## config.mk

```make
export PLATFORM = sky130hd
export DESIGN_NAME = fifo_uart_tx
export DESIGN_NICKNAME = d
export VERILOG_FILES = /design/src/rtl/fifo_uart_pkg.sv /design/src/rtl/uart_bit_timer.sv /design/src/rtl/fifo_uart_tx.sv
export SDC_FILE = /design/constraint.sdc
export NUM_CORES = 1
export LEC_CHECK = 0
export CORE_MARGIN = 3
export CORE_UTILIZATION = 30
export CTS_CLUSTER_DIAMETER = 150
export DETAILED_ROUTE_END_ITERATION = 16
export PLACE_DENSITY = 0.59
export REMOVE_ABC_BUFFERS = 1
export SLEW_MARGIN = 0
export SYNTH_ARGS = -nofsm -noshare
export SYNTH_HDL_FRONTEND = slang
export SYNTH_SLANG_ARGS = --single-unit
```

## constraint.sdc

```tcl
create_clock -name clk -period 3.3 [get_ports clk]
set_clock_uncertainty 0.2 [all_clocks]
set_input_delay 0.33 -clock clk [delete_from_list [all_inputs] [get_ports clk]]
set_output_delay 0.33 -clock clk [all_outputs]
set_load 0.005 [all_outputs]
```

## src/rtl/fifo_uart_pkg.sv

```systemverilog
// Shared types and constants for the FIFO drain / UART serializer stages.
package fifo_uart_pkg;

  typedef enum logic [2:0] {
    IDLE,
    FETCH,
    START,
    DATA,
    PARITY,
    STOP
  } tx_state_t;

  localparam logic TX_IDLE_LEVEL = 1'b1;

endpackage

```

## src/rtl/uart_bit_timer.sv

```systemverilog
// Reloadable down-counter that marks the end of one serial bit period.
module uart_bit_timer #(
  parameter int CLKS_PER_BIT = 16
) (
  input  logic clk,
  input  logic res_n,
  input  logic load,
  output logic expired
);

  localparam int CW = $clog2(CLKS_PER_BIT);

  logic [CW-1:0] cnt;

  // Holds at zero when not reloaded, so expired stays asserted between frames.
  always_ff @(posedge clk or negedge res_n) begin
    if (!res_n) begin
      cnt <= '0;
    end else if (load) begin
      cnt <= CW'(CLKS_PER_BIT - 1);
    end else if (cnt != '0) begin
      cnt <= cnt - 1'b1;
    end
  end

  assign expired = (cnt == '0);

endmodule

```

## src/rtl/fifo_uart_tx.sv

```systemverilog
// FIFO drain stage: pops one word per frame and sends it as an 8N1-style UART frame.
// Build option FIFO_UART_TX_PARITY_EN adds an even-parity bit before the stop bit.
import fifo_uart_pkg::*;

module fifo_uart_tx #(
  parameter int WIDTH        = 8,
  parameter int CLKS_PER_BIT = 16
) (
  input  logic             clk,
  input  logic             res_n,
  input  logic             enable,
  input  logic             fifo_empty,
  input  logic [WIDTH-1:0] fifo_rdata,
  output logic             fifo_shift_out,
  output logic             tx,
  output logic             busy,
  output tx_state_t        dbg_state
);

  localparam int IDX_W = $clog2(WIDTH) + 1;

  tx_state_t        state_q, state_d;
  logic [WIDTH-1:0] shreg;
  logic [IDX_W-1:0] bit_idx;
  logic             load;
  logic             expired;
  logic             last_bit;
`ifdef FIFO_UART_TX_PARITY_EN
  logic             parity_q;
`endif

  uart_bit_timer #(.CLKS_PER_BIT(CLKS_PER_BIT)) u_timer (
    .clk     (clk),
    .res_n   (res_n),
    .load    (load),
    .expired (expired)
  );

  assign last_bit  = (bit_idx == IDX_W'(WIDTH - 1));
  assign dbg_state = state_q;

  always_ff @(posedge clk or negedge res_n) begin
    if (!res_n) begin
      state_q <= IDLE;
      shreg   <= '0;
      bit_idx <= '0;
`ifdef FIFO_UART_TX_PARITY_EN
      parity_q <= 1'b0;
`endif
    end else begin
      state_q <= state_d;
      if (state_q == FETCH) begin
        shreg   <= fifo_rdata;
        bit_idx <= '0;
`ifdef FIFO_UART_TX_PARITY_EN
        parity_q <= ^fifo_rdata;
`endif
      end else if (state_q == DATA && expired) begin
        shreg <= shreg >> 1;
        if (!last_bit) bit_idx <= bit_idx + 1'b1;
      end
    end
  end

  // Pop handshake: fifo_shift_out is a single-cycle request, raised only in IDLE
  // while the FIFO is non-empty; the popped word is valid on fifo_rdata in FETCH.
  always_comb begin
    state_d        = state_q;
    fifo_shift_out = 1'b0;
    tx             = TX_IDLE_LEVEL;
    busy           = 1'b1;
    load           = 1'b0;
    case (state_q)
      IDLE: begin
        busy = 1'b0;
        if (enable && !fifo_empty) begin
          fifo_shift_out = 1'b1;
          busy           = 1'b1;
          state_d        = FETCH;
        end
      end
      FETCH: begin
        load    = 1'b1;
        state_d = START;
      end
      START: begin
        tx = 1'b0;
        if (expired) begin
          load    = 1'b1;
          state_d = DATA;
        end
      end
      DATA: begin
        tx = shreg[0];
        if (expired) begin
          load = 1'b1;
          if (last_bit) begin
`ifdef FIFO_UART_TX_PARITY_EN
            state_d = PARITY;
`else
            state_d = STOP;
`endif
          end
        end
      end
`ifdef FIFO_UART_TX_PARITY_EN
      PARITY: begin
        tx = parity_q;
        if (expired) begin
          load    = 1'b1;
          state_d = STOP;
        end
      end
`endif
      STOP: begin
        if (expired) state_d = IDLE;
      end
      default: begin
        busy    = 1'b0;
        state_d = IDLE;
      end
    endcase
  end

endmodule
```

==> results of run 1 <==
registers in the layout, indices dropped and copies added, names as in the netlist:
| signal | count |
|---|---|
| bit_idx | 4 |
| dbg_state | 3 |
| shreg | 8 |
| u_timer.cnt | 4 |
layout make-up:
class | instances | area share [%]
Clock buffer | 3 | 1.74
Clock inverter | 1 | 0.388
Inverter | 9 | 2.62
Multi-Input combinational cell | 80 | 40.2
Sequential cell | 19 | 36.8
Tap cell | 46 | 4.46
Timing Repair Buffer | 18 | 13.8
where the power goes:
part	internal, mW	leakage (nW)	switching [mW]
registers	0.236	0.216	0.00200
clock network	0.0452	0.0177	0.0777
logic	0.0152	0.324	0.00854
total	0.297	0.557	0.0883
worst min-delay path by stage:
stage / start / endpoint / slack [ns] / depth (start not counted)
2_1_floorplan: res_n / bit_idx[0] / -0.17 / 0
3_3_place_gp: shreg[2] / shreg[2] / 0.28 / 1
3_5_place_dp: shreg[2] / shreg[2] / 0.28 / 1
4_1_cts: shreg[2] / shreg[2] / 0.31 / 1
5_1_grt: shreg[2] / shreg[2] / 0.35 / 1
6_report: res_n / dbg_state[0] / 0.31 / 1
critical path, stage by stage, from the launching register on:
cell	delay, ns
dfrtp_1	0.57
or4b_2	0.72
nor2_1	0.11
clkdlybuf4s50_1	0.50
cells in the mapped netlist (2+ instances only):
library cell / number / area share, %
dfrtp_1: 19 / 45
nand2_1: 10 / 3.5
inv_1: 9 / 3.2
o21ai_0: 7 / 3.3
a21oi_1: 6 / 2.8
nand3_1: 6 / 2.8
nor2_1: 6 / 2.1
a32oi_1: 3 / 2.5
buf_2: 3 / 1.4
clkbuf_1: 3 / 1.1
o211ai_1: 3 / 2.1
o22ai_1: 3 / 1.8
a211o_1: 2 / 1.6
a311oi_1: 2 / 1.6
a31oi_1: 2 / 1.2
and3b_1: 2 / 1.6
ha_1: 2 / 2.3
nand3b_1: 2 / 1.4
nor2b_1: 2 / 1.2
nor3_1: 2 / 0.94
nor3b_1: 2 / 1.4
xnor2_1: 2 / 1.6
logic make-up after synthesis:
logic type      after synthesis
compound gates               35
xor+xnor                      2
fa+ha+maj                     2
buf+inv                      16
flops                        19
mux                           1
simple gates                 40
metal layers:
layer  global-route usage, %  vias to the layer above
li1                        -                      454
met1                    16.2                      448
met2                    18.5                       13
met3                    2.22                        2
met4                    3.89                        0
met5                       0                        -
cell usage in the layout, fill, tap and decap left out, drive strengths merged, types with 3 or more instances in the layout:
cell and instances:
clkbuf 3, nand3 6, inv 9, nor2 6, a32oi 3, o211ai 3, o22ai 3, clkdlybuf4s50 17
a21oi 6, nand2 10, o21ai 7, dfrtp 19
==> out/qor.txt, run 1 <==
Status: complete, no violations
Endpoints failing setup: 0
Final Worst Setup Slack: 0.568 ns
Grt ovf: 0
Die Height: 65.6 um
Mapped Avg Cell Area: 9.27 sq um
Antenna Cells: 0
LEAKAGE: 0.557 nW
Row cnt: 21
Crit Path Class: reg2out
Area share of and/or/nand/nor cells after synthesis: 21.0%
Worst setup endpoint: fifo_shift_out
Synthesized area: 0.00107 sq mm
RSZ-0062 raised after global routing: false
VDD IR max: 0.0000982 V
M1 wire length: 1150 um
Post-DP HPWL: 1710 um
Setup TNS: 0 ns
Routed Antenna Nets: 0
Cells after synthesis: 115
Highest Signal Layer: met4
# fillers: 340
Ys Warns: 0
Post-route cell area: 0.00129 sq mm
Area after DPL: 0.00126 sq mm
Max Cap Viol: 0
Xor/xnor share of the synthesized area: 1.64%
Met3 wire len: 85 um
Reg2reg path depth: 5
Root Driver: clkbuf_4
Drt first pass iters: 4
Slew @ Worst Pin: 0.877 ns
Pin count of the biggest net entering global routing: 20
Die X: 65.6 um
Vias in the first global route: 864
Post-synth EDFFs: 0
I/O Pins: 18
Placed cells: 172
Post-Layout Cell Count: 176
Max H-tree Level: 1
CTS tree: yes
Final Core Density: 38.1%
Multi-input combinational cell area: 519 sq um
Core footprint: 0.00339 sq mm
Power per Cell Area: 298 mW/mm^2
Final WL: 2360 um
Highest Clock Rate: 366 MHz
Initial DRC Count: 83
Total number of vias: 917
Crit path capture type: output pin
Data required, critical path: 2.77 ns
First-pass GRT wire length: 4020 um
Async set-reset flop share out of synthesis: 100%
Total track usage: 11.8%
DRC: 0
Slew HR: 41.4%
R2r endpoint: bit_idx[2]
Initial core utilization: 31.5%
Max Buffers Root-to-Sink: 2
Critical-path maximum fanout: 18
Insertion delay to the later sink of the worst-skew pair: 0.30 ns
Pins Over Slew Limit: 0
Layout area overhead: 21.1%
Unique masters post-synth: 39
Clk sink count: 19
Hold slack: 0.309 ns
Synth Area in Compound Gates: 22.8%
Synth Flop Type: dfrtp_1
Register area: 475 sq um
Final Hold Fails: 0
Final Cycle Share: 82.8%
Hold_buf cts: 0
Layout cell share with drive strength beyond 1: 5.38%
Startpoint Class: register
CTS Buf Count: 3
Vias per cell: 5.21
Count of state elements after synthesis: 19
GP Congestion: 0.770
Largest family of logic cells by synthesized area: compound AO/OA/AOI/OAI gates
Die area: 0.00430 sq mm
Crit path from: dbg_state[1]
Post-DR wirelength/cell: 13.4 um
DR WL met2: 1120 um
Fraction of the mapped netlist area in adder cells: 2.35%
# resized after CTS: 0
Min Tclk post-route: 2.73 ns
IO buf count: 17
Hold Crit Class: in2async
Final Power: 385 uW
Post-CTS setup buffer count: 0
Sequential share of the synthesized area: 44.6%
R2r startpoint: u_timer.cnt[0]
Multiplexer share of the synthesized area: 0.939%
Reg2reg setup slack: 1.11 ns
CP arrival: 2.20 ns
CTS clock-pin slew for the worst setup and hold paths: 0.12 ns
Nets: 145
Dpl ws: 0.739 ns
Initial antenna violation count: 0
No activity file was read; power rests on OpenSTA's default activity.
==> run 2: changes to the inputs <==
clock period = 2.9 ns   (was 3.3 ns; I/O delays follow)
==> run 2 against run 1 <==
Combinational power is 14% higher. Setup slack got worse by 0.32 ns. Final cell count is 0.57% higher. Routed wire length rose by 0.47%. Sequential share of layout area shrank 0.21 points. Non-clock buffer count grew 1. Global-route usage up 0.40 points.
==> out/qor.txt, run 2 (synthesis results as in run 1) <==
First-pass GRT wire length: 4150 um
Switching share of power: 22.0%
LEAKAGE: 0.561 nW
Row cnt: 21
Routed Antenna Nets: 0
# resized after CTS: 0
Final WL: 2380 um
Logic pwr share: 6.2%
Final Worst Setup Slack: 0.250 ns
Nets: 146
Commonest cells after routing, fill and taps aside: dfrtp_1 (19), clkdlybuf4s50_1 (17), nand2_1 (10)
Total number of vias: 934
GP Congestion: 0.747
Reg power frac: 62.7%
Clk sink count: 19
I/O Pins: 18
CTS clock-pin slew for the worst setup and hold paths: 0.11 ns
Root Driver: clkbuf_4
GR Util met1: 15.0%
Initial core utilization: 31.5%
Post-DR wirelength/cell: 13.4 um
Die X: 65.6 um
Total track usage: 12.2%
Initial DRC Count: 73
M3 GR Usage: 3.59%
Max Buffers Root-to-Sink: 2
Final Cycle Share: 91.4%
Biggest register: shreg
RSZ-0062 raised after global routing: false
CP arrival: 2.16 ns
Hold Crit Class: in2async
Core footprint: 0.00339 sq mm
Power share of the clock group: 31.1%
Critical-path maximum fanout: 13
Crit path capture type: output pin
Grt ovf: 0
Setup TNS: 0 ns
Antenna Cells: 0
Vias per cell: 5.28
Net Sw Power: 95.0 uW
Layout cell share with drive strength beyond 1: 6.11%
Endpoints failing setup: 0
Die Height: 65.6 um
Hold_buf cts: 0
Power per Cell Area: 333 mW/mm^2
Max reg flops: 8
GR peak layer: met2
Layout area overhead: 21.8%
Drt first pass iters: 4
Pin count of the biggest net entering global routing: 20
Data required, critical path: 2.41 ns
Pins Over Slew Limit: 0
Post-DP HPWL: 1700 um
IO buf count: 17
Initial antenna violation count: 0
Status: complete, no violations
Max H-tree Level: 1
Crit Path Class: reg2out
CTS Buf Count: 3
Met2 Resource Use GR: 19.8%
Vias in the first global route: 901
Internal cell power: 338 uW
Highest Clock Rate: 377 MHz
Dpl ws: 0.424 ns
Commonest non-fill, non-tap cell in the layout: dfrtp_1
VDD IR max: 0.000126 V
DRC: 0
Startpoint Class: register
Slew @ Worst Pin: 0.861 ns
Die area: 0.00430 sq mm
Slew HR: 42.4%
Min Tclk post-route: 2.65 ns
Biggest registers after layout: shreg x8, bit_idx x4, u_timer.cnt x4
Final Core Density: 38.3%
# fillers: 334
CTS tree: yes
Final Hold Fails: 0
Max Cap Viol: 0
Insertion delay to the later sink of the worst-skew pair: 0.29 ns
Post-CTS setup buffer count: 0
-- run 2: changes by cell type in the layout (fill, tap and decap cells not counted) --
cell   delta
buf_4     +1
-- run 2: through the flow --
| step | hold WS (ns) | instances | total power [mW] | area (sq um) |
|---|---|---|---|---|
| after global placement | 0.280 | 173 | 0.304 | 1270 |
| after detailed placement | 0.283 | 173 | 0.304 | 1270 |
| final | 0.274 | 177 | 0.433 | 1300 |
| after CTS | 0.308 | 177 | 0.441 | 1300 |
| after floorplan | -0.206 | 108 | 0.281 | 1030 |
| after global routing | 0.327 | 177 | 0.457 | 1300 |
-- run 2: worst paths after layout --
path                                startpoint              to  slack, ns  cells past startpoint
worst min-delay path                     res_n    dbg_state[2]       0.27                      1
max in group asynchronous                res_n  u_timer.cnt[0]       1.70                      1
min in group clk                      shreg[2]        shreg[2]       0.31                      1
worst min register to register        shreg[2]        shreg[2]       0.31                      1
worst max-delay path              dbg_state[0]  fifo_shift_out       0.25                      3
worst max register to register  u_timer.cnt[0]        shreg[3]       0.78                      5
-- run 2: metal layers --
| layer | part of all wire [%] | vias up | wire (um) |
|---|---|---|---|
| li1 | - | 455 | - |
| met3 | 4.5 | 2 | 106 |
| met2 | 47 | 17 | 1130 |
| met5 | 0 | - | 0 |
| met1 | 47 | 460 | 1130 |
| met4 | 0.63 | 0 | 15 |
-- run 2: power by group through the flow --
stage | sequential (mW) | combinational [mW] | clock, mW
global placement | 0.276 | 0.0274 | 0
global route | 0.272 | 0.0301 | 0.155
CTS | 0.271 | 0.0276 | 0.142
detailed placement | 0.276 | 0.0275 | 0
finish | 0.271 | 0.0269 | 0.134
floorplan | 0.276 | 0.00504 | 0
-- run 2: final cells by class --
class                           instances  area [sq um]  share of cell area (%)
Sequential cell                        19           475                    36.6
Timing Repair Buffer                   19           185                    14.3
Inverter                                9          33.8                    2.60
Multi-Input combinational cell         80           519                    40.0
Clock buffer                            3          22.5                    1.73
Clock inverter                          1          5.00                   0.385
Tap cell                               46          57.6                    4.43
-- run 2: worst max-delay path, cell delays in order, from the launching register on --
cell             delay (ns)
dfrtp_1                0.52
or4b_2                 0.73
nor2_1                 0.11
clkdlybuf4s50_1        0.51
